`src/rtl/boot_pkg.sv`:
```
// Shared types and constants for the instruction-memory boot loader.
package boot_pkg;

  localparam int unsigned BOOT_ADDR_W = 14;

  localparam logic [3:0] WEB_NONE = 4'b1111;
  localparam logic [3:0] WEB_WORD = 4'b0000;

  typedef enum logic [1:0] {
    StIdle,
    StStream,
    StDrain,
    StDone
  } boot_state_e;

endpackage

```
`src/rtl/im_boot_loader_if.sv`:
```
// Source-SRAM read port and instruction-SRAM write port driven by the boot loader.
interface im_boot_loader_if
  import boot_pkg::*;
#(
  parameter int unsigned ADDR_W = BOOT_ADDR_W
);
  logic              src_oe;
  logic [ADDR_W-1:0] src_a;
  logic [31:0]       src_do;
  logic [3:0]        im_web;
  logic [ADDR_W-1:0] im_a;
  logic [31:0]       im_di;

  modport master (
    output src_oe, src_a, im_web, im_a, im_di,
    input  src_do
  );

  modport slave (
    input  src_oe, src_a, im_web, im_a, im_di,
    output src_do
  );
endinterface

```
`src/rtl/boot_csum.sv`:
```
// 32-bit image checksum: clear on start, add each written word, sticky compare at the end.
module boot_csum
  import boot_pkg::*;
(
  input  logic        clk,
  input  logic        rst,
  input  logic        clr,
  input  logic        add,
  input  logic [31:0] add_data,
  input  logic        check,
  input  logic [31:0] exp_sum,
  output logic [31:0] sum,
  output logic        err,
  output logic        mismatch
);

  logic [31:0] sum_q;
  logic        err_q;

  always_ff @(posedge clk or negedge rst) begin
    if (!rst) begin
      sum_q <= '0;
      err_q <= 1'b0;
    end else if (clr) begin
      sum_q <= '0;
      err_q <= 1'b0;
    end else begin
      if (add) sum_q <= sum_q + add_data;
      if (check && mismatch) err_q <= 1'b1;
    end
  end

  assign mismatch = (sum_q != exp_sum);
  assign sum      = sum_q;
  assign err      = err_q;

endmodule

```
`src/rtl/im_boot_loader.sv`:
```
// Streams a boot image from the source SRAM into the instruction SRAM, then releases the CPU.
// Optional image checksum enabled by defining BOOT_CHECKSUM_EN.
module im_boot_loader
  import boot_pkg::*;
#(
  parameter int unsigned ADDR_W = BOOT_ADDR_W
) (
  input  logic              clk,
  input  logic              rst,
  input  logic              start,
  input  logic [ADDR_W-1:0] src_base,
  input  logic [ADDR_W-1:0] dst_base,
  input  logic [ADDR_W:0]   len,
  input  logic [31:0]       exp_sum,
  im_boot_loader_if.master  mem,
  output logic              busy,
  output logic              done,
  output logic              cpu_hold,
  output logic [31:0]       csum,
  output logic              csum_err
);

  boot_state_e       state_q, state_d;
  logic [ADDR_W:0]   rem_q, rem_d;
  logic              src_oe_q, src_oe_d;
  logic [ADDR_W-1:0] src_a_q, src_a_d;
  logic [3:0]        web_q, web_d;
  logic [ADDR_W-1:0] im_a_q, im_a_d;
  logic [31:0]       im_di_q, im_di_d;
  logic [ADDR_W-1:0] dst_q, dst_d;
  logic              first_q, first_d;
  logic              busy_q, busy_d;
  logic              loaded_q, loaded_d;
  logic              csum_clr;
  logic              csum_bad;

  always_ff @(posedge clk or negedge rst) begin
    if (!rst) begin
      state_q  <= StIdle;
      rem_q    <= '0;
      src_oe_q <= 1'b0;
      src_a_q  <= '0;
      web_q    <= WEB_NONE;
      im_a_q   <= '0;
      im_di_q  <= '0;
      dst_q    <= '0;
      first_q  <= 1'b0;
      busy_q   <= 1'b0;
      loaded_q <= 1'b0;
    end else begin
      state_q  <= state_d;
      rem_q    <= rem_d;
      src_oe_q <= src_oe_d;
      src_a_q  <= src_a_d;
      web_q    <= web_d;
      im_a_q   <= im_a_d;
      im_di_q  <= im_di_d;
      dst_q    <= dst_d;
      first_q  <= first_d;
      busy_q   <= busy_d;
      loaded_q <= loaded_d;
    end
  end

  always_comb begin
    state_d  = state_q;
    rem_d    = rem_q;
    src_oe_d = src_oe_q;
    src_a_d  = src_a_q;
    web_d    = WEB_NONE;
    im_a_d   = im_a_q;
    im_di_d  = im_di_q;
    dst_d    = dst_q;
    first_d  = first_q;
    busy_d   = busy_q;
    loaded_d = loaded_q;
    csum_clr = 1'b0;
    unique case (state_q)
      StIdle: begin
        if (start) begin
          csum_clr = 1'b1;
          if (len != '0) begin
            state_d  = StStream;
            rem_d    = len;
            src_a_d  = src_base;
            src_oe_d = 1'b1;
            dst_d    = dst_base;
            first_d  = 1'b1;
            busy_d   = 1'b1;
          end else begin
            state_d = StDone;
          end
        end
      end
      StStream: begin
        // SRAM read data for the address issued last cycle is valid now.
        im_di_d = mem.src_do;
        im_a_d  = first_q ? dst_q : im_a_q + 1'b1;
        first_d = 1'b0;
        web_d   = WEB_WORD;
        src_a_d = src_a_q + 1'b1;
        rem_d   = rem_q - 1'b1;
        if (rem_q == {{ADDR_W{1'b0}}, 1'b1}) begin
          src_oe_d = 1'b0;
          state_d  = StDrain;
        end
      end
      StDrain: begin
        state_d = StDone;
      end
      StDone: begin
        busy_d   = 1'b0;
        loaded_d = ~csum_bad;
        state_d  = StIdle;
      end
      default: begin
        state_d = StIdle;
      end
    endcase
  end

`ifdef BOOT_CHECKSUM_EN
  boot_csum u_csum (
    .clk      (clk),
    .rst      (rst),
    .clr      (csum_clr),
    .add      (web_q == WEB_WORD),
    .add_data (im_di_q),
    .check    (state_q == StDone),
    .exp_sum  (exp_sum),
    .sum      (csum),
    .err      (csum_err),
    .mismatch (csum_bad)
  );
`else
  logic unused_csum;
  assign unused_csum = ^{exp_sum, csum_clr};
  assign csum        = '0;
  assign csum_err    = 1'b0;
  assign csum_bad    = 1'b0;
`endif

  assign mem.src_oe = src_oe_q;
  assign mem.src_a  = src_a_q;
  assign mem.im_web = web_q;
  assign mem.im_a   = im_a_q;
  assign mem.im_di  = im_di_q;

  assign busy     = busy_q;
  assign done     = (state_q == StDone);
  assign cpu_hold = busy_q | ~loaded_q;

endmodule

```
`src/flat_wrapper.sv`:
```
// flat-port wrapper written by rule: the top's interface ports become plain ports
module im_boot_loader_flat import boot_pkg::*;
#(
  parameter int unsigned ADDR_W = BOOT_ADDR_W
)
  (clk, rst, start, src_base, dst_base, len, exp_sum, busy, done, cpu_hold, csum, csum_err, mem_src_oe, mem_src_a, mem_im_web, mem_im_a, mem_im_di, mem_src_do);
  im_boot_loader_if #(.ADDR_W(ADDR_W)) mem_i ();
  input  logic clk;
  input  logic rst;
  input  logic start;
  input  logic [ADDR_W-1:0] src_base;
  input  logic [ADDR_W-1:0] dst_base;
  input  logic [ADDR_W:0] len;
  input  logic [31:0] exp_sum;
  output logic busy;
  output logic done;
  output logic cpu_hold;
  output logic [31:0] csum;
  output logic csum_err;
  output wire logic [$bits(mem_i.src_oe)-1:0] mem_src_oe;
  output wire logic [$bits(mem_i.src_a)-1:0] mem_src_a;
  output wire logic [$bits(mem_i.im_web)-1:0] mem_im_web;
  output wire logic [$bits(mem_i.im_a)-1:0] mem_im_a;
  output wire logic [$bits(mem_i.im_di)-1:0] mem_im_di;
  input wire logic [$bits(mem_i.src_do)-1:0] mem_src_do;
  assign mem_src_oe = mem_i.src_oe;
  assign mem_src_a = mem_i.src_a;
  assign mem_im_web = mem_i.im_web;
  assign mem_im_a = mem_i.im_a;
  assign mem_im_di = mem_i.im_di;
  assign mem_i.src_do = mem_src_do;
  im_boot_loader #(.ADDR_W(ADDR_W)) u_core (.clk(clk), .rst(rst), .start(start), .src_base(src_base), .dst_base(dst_base), .len(len), .exp_sum(exp_sum), .mem(mem_i), .busy(busy), .done(done), .cpu_hold(cpu_hold), .csum(csum), .csum_err(csum_err));
endmodule
```
`config.mk`:
```
export PLATFORM = sky130hd
export DESIGN_NAME = im_boot_loader_flat
export DESIGN_NICKNAME = d
export VERILOG_FILES = /design/src/rtl/boot_pkg.sv /design/src/rtl/im_boot_loader_if.sv /design/src/rtl/boot_csum.sv /design/src/rtl/im_boot_loader.sv /design/src/flat_wrapper.sv
export SDC_FILE = /design/constraint.sdc
export NUM_CORES = 1
export LEC_CHECK = 0
export BUFFER_PORTS_ARGS = -buffer_cell sky130_fd_sc_hd__buf_4
export CAP_MARGIN = 20
export CORE_MARGIN = 2
export CORE_UTILIZATION = 44
export DETAILED_ROUTE_END_ITERATION = 6
export PLACE_DENSITY_LB_ADDON = 0.08
export SYNTH_ARGS = -nofsm -noshare
export SYNTH_HDL_FRONTEND = slang
export SYNTH_SLANG_ARGS = --single-unit
export TNS_END_PERCENT = 5
```
`constraint.sdc`:
```
create_clock -name clk -period 1.8 [get_ports clk]
set_input_delay 0.09 -clock clk [delete_from_list [all_inputs] [get_ports clk]]
set_output_delay 0.09 -clock clk [all_outputs]
set_load 0.005 [all_outputs]
```
Word-level counts from Yosys, hierarchy flattened
Cells that the tools add are included.
Widths: inputs -> output; s select.
{"block": "totals", "wordCells": 50, "inputBits": 110, "ff_bits": 99}
{"block": "op_classes", "addsub": 3, "bitwise_logic": 2, "n_eq_ne": 7, "muxes": 18, "reduce_logical": 9}
{"operator": "$mux 14", "n": 3}
{"operator": "$mux 15", "n": 2}
{"operator": "$pmux 15 s2", "n": 1}
{"operator": "$add 14x1->14 const B", "n": 2}
{"operator": "$pmux 14 s2", "n": 1}
{"operator": "$eq 15x1->1 const B", "n": 1}
{"operator": "$reduce_bool 15->1", "n": 1}
{"operator": "$sub 15x1->15 const B", "n": 1}
{"operator": "$reduce_and 3->1", "n": 3}
{"operator": "$pmux 2 s4", "n": 1}
{"operator": "$mux 2", "n": 3}
{"operator": "$pmux 1 s2", "n": 3}
{"operator": "$eq 2x2->1 const B", "n": 2}
{"operator": "$mux 4", "n": 1}
{"operator": "$ne 2x1->1 const B", "n": 2}
{"operator": "$reduce_and 4->1", "n": 1}
{"operator": "$reduce_bool 2->1", "n": 2}
{"operator": "$mux 1", "n": 3}
{"operator": "$eq 2x1->1 const B", "n": 1}
{"operator": "$logic_not 2->1", "n": 1}
{"operator": "$ne 2x2->1 const B", "n": 1}
{"operator": "$reduce_and 2->1", "n": 1}
{"operator": "$not 1->1", "n": 1}
{"operator": "$or 1x1->1", "n": 1}

Longest topological paths before layout
{"block": "depth", "ltp_word": 4, "ltp_mapped": 9, "mapped_depth_nobuf": 7}

Worst setup path after synthesis
No wires, ideal clock.
{"block": "synth_path", "path_type": "register -> register", "from": "register u_core.state_q[0]", "to": "register u_core.src_a_q[13] (netlist: u_core.mem.src_a[13])", "required_ns": 1.731, "t_arrival_ns": 1.826, "period_less_slack_ns": 1.894, "setup_slack_ns": -0.094, "n_path_buf": 1, "path_stages_with_launch": 9, "setup_time_ns": 0.069, "path_cell_list": "dfrtp_1 -> inv_1 -> ha_1 -> nand2_1 -> a41o_1 -> buf_4 -> a21boi_2 -> or4_1 -> nand3_1"}
{"block": "synth_via", "elab_chain_len": 3}
{"element": "start: declaration", "line": "im_boot_loader.sv:23", "source": "boot_state_e state_q, state_d;"}
{"element": "start signal: assignment", "line": "im_boot_loader.sv:39", "source": "state_q <= StIdle;"}
{"element": "start signal: assignment", "line": "im_boot_loader.sv:51", "source": "state_q <= state_d;"}
{"element": "$eq 2x1->1 or $logic_not 2->1 (tied branches)", "line": "im_boot_loader.sv:78", "source": "unique case (state_q)"}
{"element": "$reduce_bool 2->1 (no source line) (tied with other cells)"}
{"element": "$reduce_and 3->1 (no source line)"}
{"element": "end signal: assignment", "line": "im_boot_loader.sv:54", "source": "src_a_q <= src_a_d;"}
{"element": "end: declaration", "line": "im_boot_loader.sv:26", "source": "logic [ADDR_W-1:0] src_a_q, src_a_d;"}
Parallel ways exist; a longest one is shown, timed or not.
A chain may end at the register's enable or synchronous reset.

Final worst setup path
{"block": "layout_path", "from": "register u_core.state_q[1]", "to": "register u_core.src_a_q[13] (netlist: u_core.mem.src_a[13])"}
The elaborated chain is that of the path after synthesis.

==> flow_summary.toml <==
[logic_synthesis]
syn_area_per_cell_um2 = 9.79
synth_flop_cell = "dfrtp_1"
yosysTopAreaCellShare_pct = 45.9
synth_edf_count = 0
synth_async_sr_flop_share_pct = 100
synthAdderAreaFrac_pct = 2.17
synth.top_cells.by_count = "dfrtp_1, a21oi_1, mux2_2, buf_4, nand2_1"
yosys.area_share.simple_pct = 13.9
synth_top_cells_by_area = "dfrtp_1, mux2_2, buf_4"
synth_xor_area_share_pct = 0
synth_compound_area_share_pct = 16.4
synth_cell_types = 56
syn_inst = 529
ys_ff_latch = 96
ys_warn_count = 0
synth_mux_area_share_pct = 11.9
synth.cell_area_mm2 = 0.00518
synth_top_family_by_area = "compound AO/OA/AOI/OAI gates"
yosysMostFrequentCell = "dfrtp_1"
seq_area_frac_synth_pct = 46.4
yosysTopAreaCell = "dfrtp_1"

[drt]
antenna_left = 0
dr.pass1.iters = 5
wl_um = 14200
vias = 4851
wl_per_cell_um = 15.6
route.detailed.drc = 0
drtIter0Drc = 263
post_drt_via_cell_ratio = 5.34

[worst_hold_path]
hold_path_class = "in2reg"

[worst_setup_path]
critPathKind = "reg2reg"
cp-endpoint = "u_core.mem.src_a[13]"
r2r_slack_ns = 0.01
crit_arrival_ns = 2.07
end_kind = "flip-flop"
cp_max_fo = 9
worstReg2RegStart = "u_core.state_q[1]"
critical_path.startpoint = "u_core.state_q[1]"
reg2reg_depth = 8
rr_endpoint = "u_core.mem.src_a[13]"
start_kind = "flip-flop"
crit_required_ns = 2.08

[cts]
clock_latency_ns = 0.34
cts_buffers = 9
cts_tree = "yes"
clock_sinks = 96
path_clk_slew_ns = 0.07
root_buffer = "clkbuf_16"
cts_buffer_depth = 2
h-tree-depth = 3

[floorplan]
initial_core_util_pct = 45.2
die_h_um = 113
num_rows = 39
io_pins = 211
die_area_mm2 = 0.0127
die_w_um = 113
core_mm2 = 0.0115

[finish]
diodes = 0
drive_gt1_share_pct = 38.6
nNetsFinal = 880
stdcell_area_mm2 = 0.00756
area_growth_pct = 46.0

[timing]
worst_slack_ns = 0.0106
setup_viol = 0
fmax_ghz = 0.559
min_period_ns = 1.79
slew_violations = 0
hold_viol_final = 0
rsz0062_at_grt = "true"
skew_ns = 0.00617
finalCritPeriodShare_pct = 99.4

[grt]
antenna_found_initial = 0
gr-total-overflow = 0
grt_pass1_vias = 4641
track_usage_pct = 22.0
grt_max_degree = 68
grt_pass1_wl_um = 22700

[placed_design]
port_buffers = 145
place.gp.congestion = 0.856
hpwl_um = 9660
dpl_worst_slack_ns = -0.0597
place_area_mm2 = 0.00667

[outcome]
status = "finished, final reports clean"

[flow_run]
drv_cap = 0

[power]
cellLeakagePower_nw = 3.43
powerDensity_mw_per_mm2 = 1710
ir_drop_mv = 0.816
[routing by layer]
metal  GRT usage (%)  routed length (um)  vias up
met1            28.9                6160     2343
li1                -                   -     2319
met5               0                   0        -
met3            4.91                 953       11
met2            37.2                6960      178
met4            5.28                 133        0
[timing repair]
| action | in CTS | in global routing |
|---|---|---|
| hold buffers | 49 | 0 |
| pin swaps | 0 | 7 |
| endpoints found under the hold margin | 77 | 0 |
| setup endpoints to repair | 6 | 22 |
| resized for setup | 5 | 19 |
| setup buffers | 0 | 1 |
[report_power, final]
part | switching [mW] | internal [mW]
Combinational | 3.28 | 3.61
Clock | 0.864 | 1.09
Sequential | 0.804 | 3.25
[metrics by stage]
step	setup TNS (ns)	util [%]	cells	power, mW	hold WS, ns
2_1_floorplan	-0.102	-	561	7.67	-0.206
3_3_place_gp	0	58.1	843	10.4	0.0434
3_5_place_dp	-0.196	58.1	843	10.6	0.0506
4_1_cts	-0.0274	65.2	908	12.7	0.00688
5_1_grt	-0.232	65.9	909	13.8	0.0218
6_report	0	65.9	909	12.9	0.0133
[kinds of logic (layout without fill, tap and decap cells)]
kind of cell             after synthesis  in the layout
AO/OA/AOI/OAI                        142            142
multiplexers                          56             56
adder cells (fa/ha/maj)                9              9
AND/OR/NAND/NOR                      141            141
flip-flops                            96             96
buffers and inverters                 84            289
other                                  1             33
[state kept, by name, summed over array words and instances, names as in the netlist]
name / cells
u_core.busy: 1
u_core.dst_q: 14
u_core.first_q: 1
u_core.loaded_q: 1
u_core.mem.im_a: 14
u_core.mem.im_di: 32
u_core.mem.im_web: 1
u_core.mem.src_a: 14
u_core.mem.src_oe: 1
u_core.rem_q: 15
u_core.state_q: 2
[worst max-delay path, cell delays in order, from the launching register on]
cell	delay (ns)
dfrtp_1	0.38
inv_2	0.08
ha_4	0.14
nand2_1	0.05
a41o_1	0.21
a21boi_2	0.16
buf_6	0.14
or4_4	0.49
nand3_2	0.07
[placed cells by master (no fill, tap or decap), types with 9 or more instances in the layout]
| master | instances |
|---|---|
| a21oi_1 | 48 |
| a31oi_1 | 12 |
| and3_1 | 10 |
| buf_4 | 199 |
| clkbuf_16 | 9 |
| conb_1 | 33 |
| dfrtp_1 | 94 |
| dlygate4sd3_1 | 49 |
| inv_1 | 13 |
| mux2_2 | 46 |
| mux2i_1 | 10 |
| nand2_1 | 36 |
| nand3_1 | 17 |
| nor2_1 | 33 |
| o21ai_0 | 29 |
| o22ai_1 | 17 |
[worst min-delay path by stage]
stage / from / end / slack [ns] / depth (start not counted)
2_1_floorplan: rst / u_core.busy / -0.21 / 0
3_3_place_gp: rst / u_core.dst_q[3] / 0.04 / 1
3_5_place_dp: rst / u_core.dst_q[3] / 0.05 / 1
4_1_cts: len[0] / u_core.rem_q[0] / 0.007 / 3
5_1_grt: len[0] / u_core.rem_q[0] / 0.02 / 3
6_report: len[0] / u_core.rem_q[0] / 0.01 / 3
[area by class of cell]
type	instances	area, um^2
Clock buffer	9	225
Timing Repair Buffer	253	2070
Clock inverter	7	81.3
Tap cell	143	179
Multi-Input combinational cell	381	2520
Fill cell	893	3910
Sequential cell	96	2400
Inverter	20	78.8
Note: power is estimated with default switching activity, not from simulation.
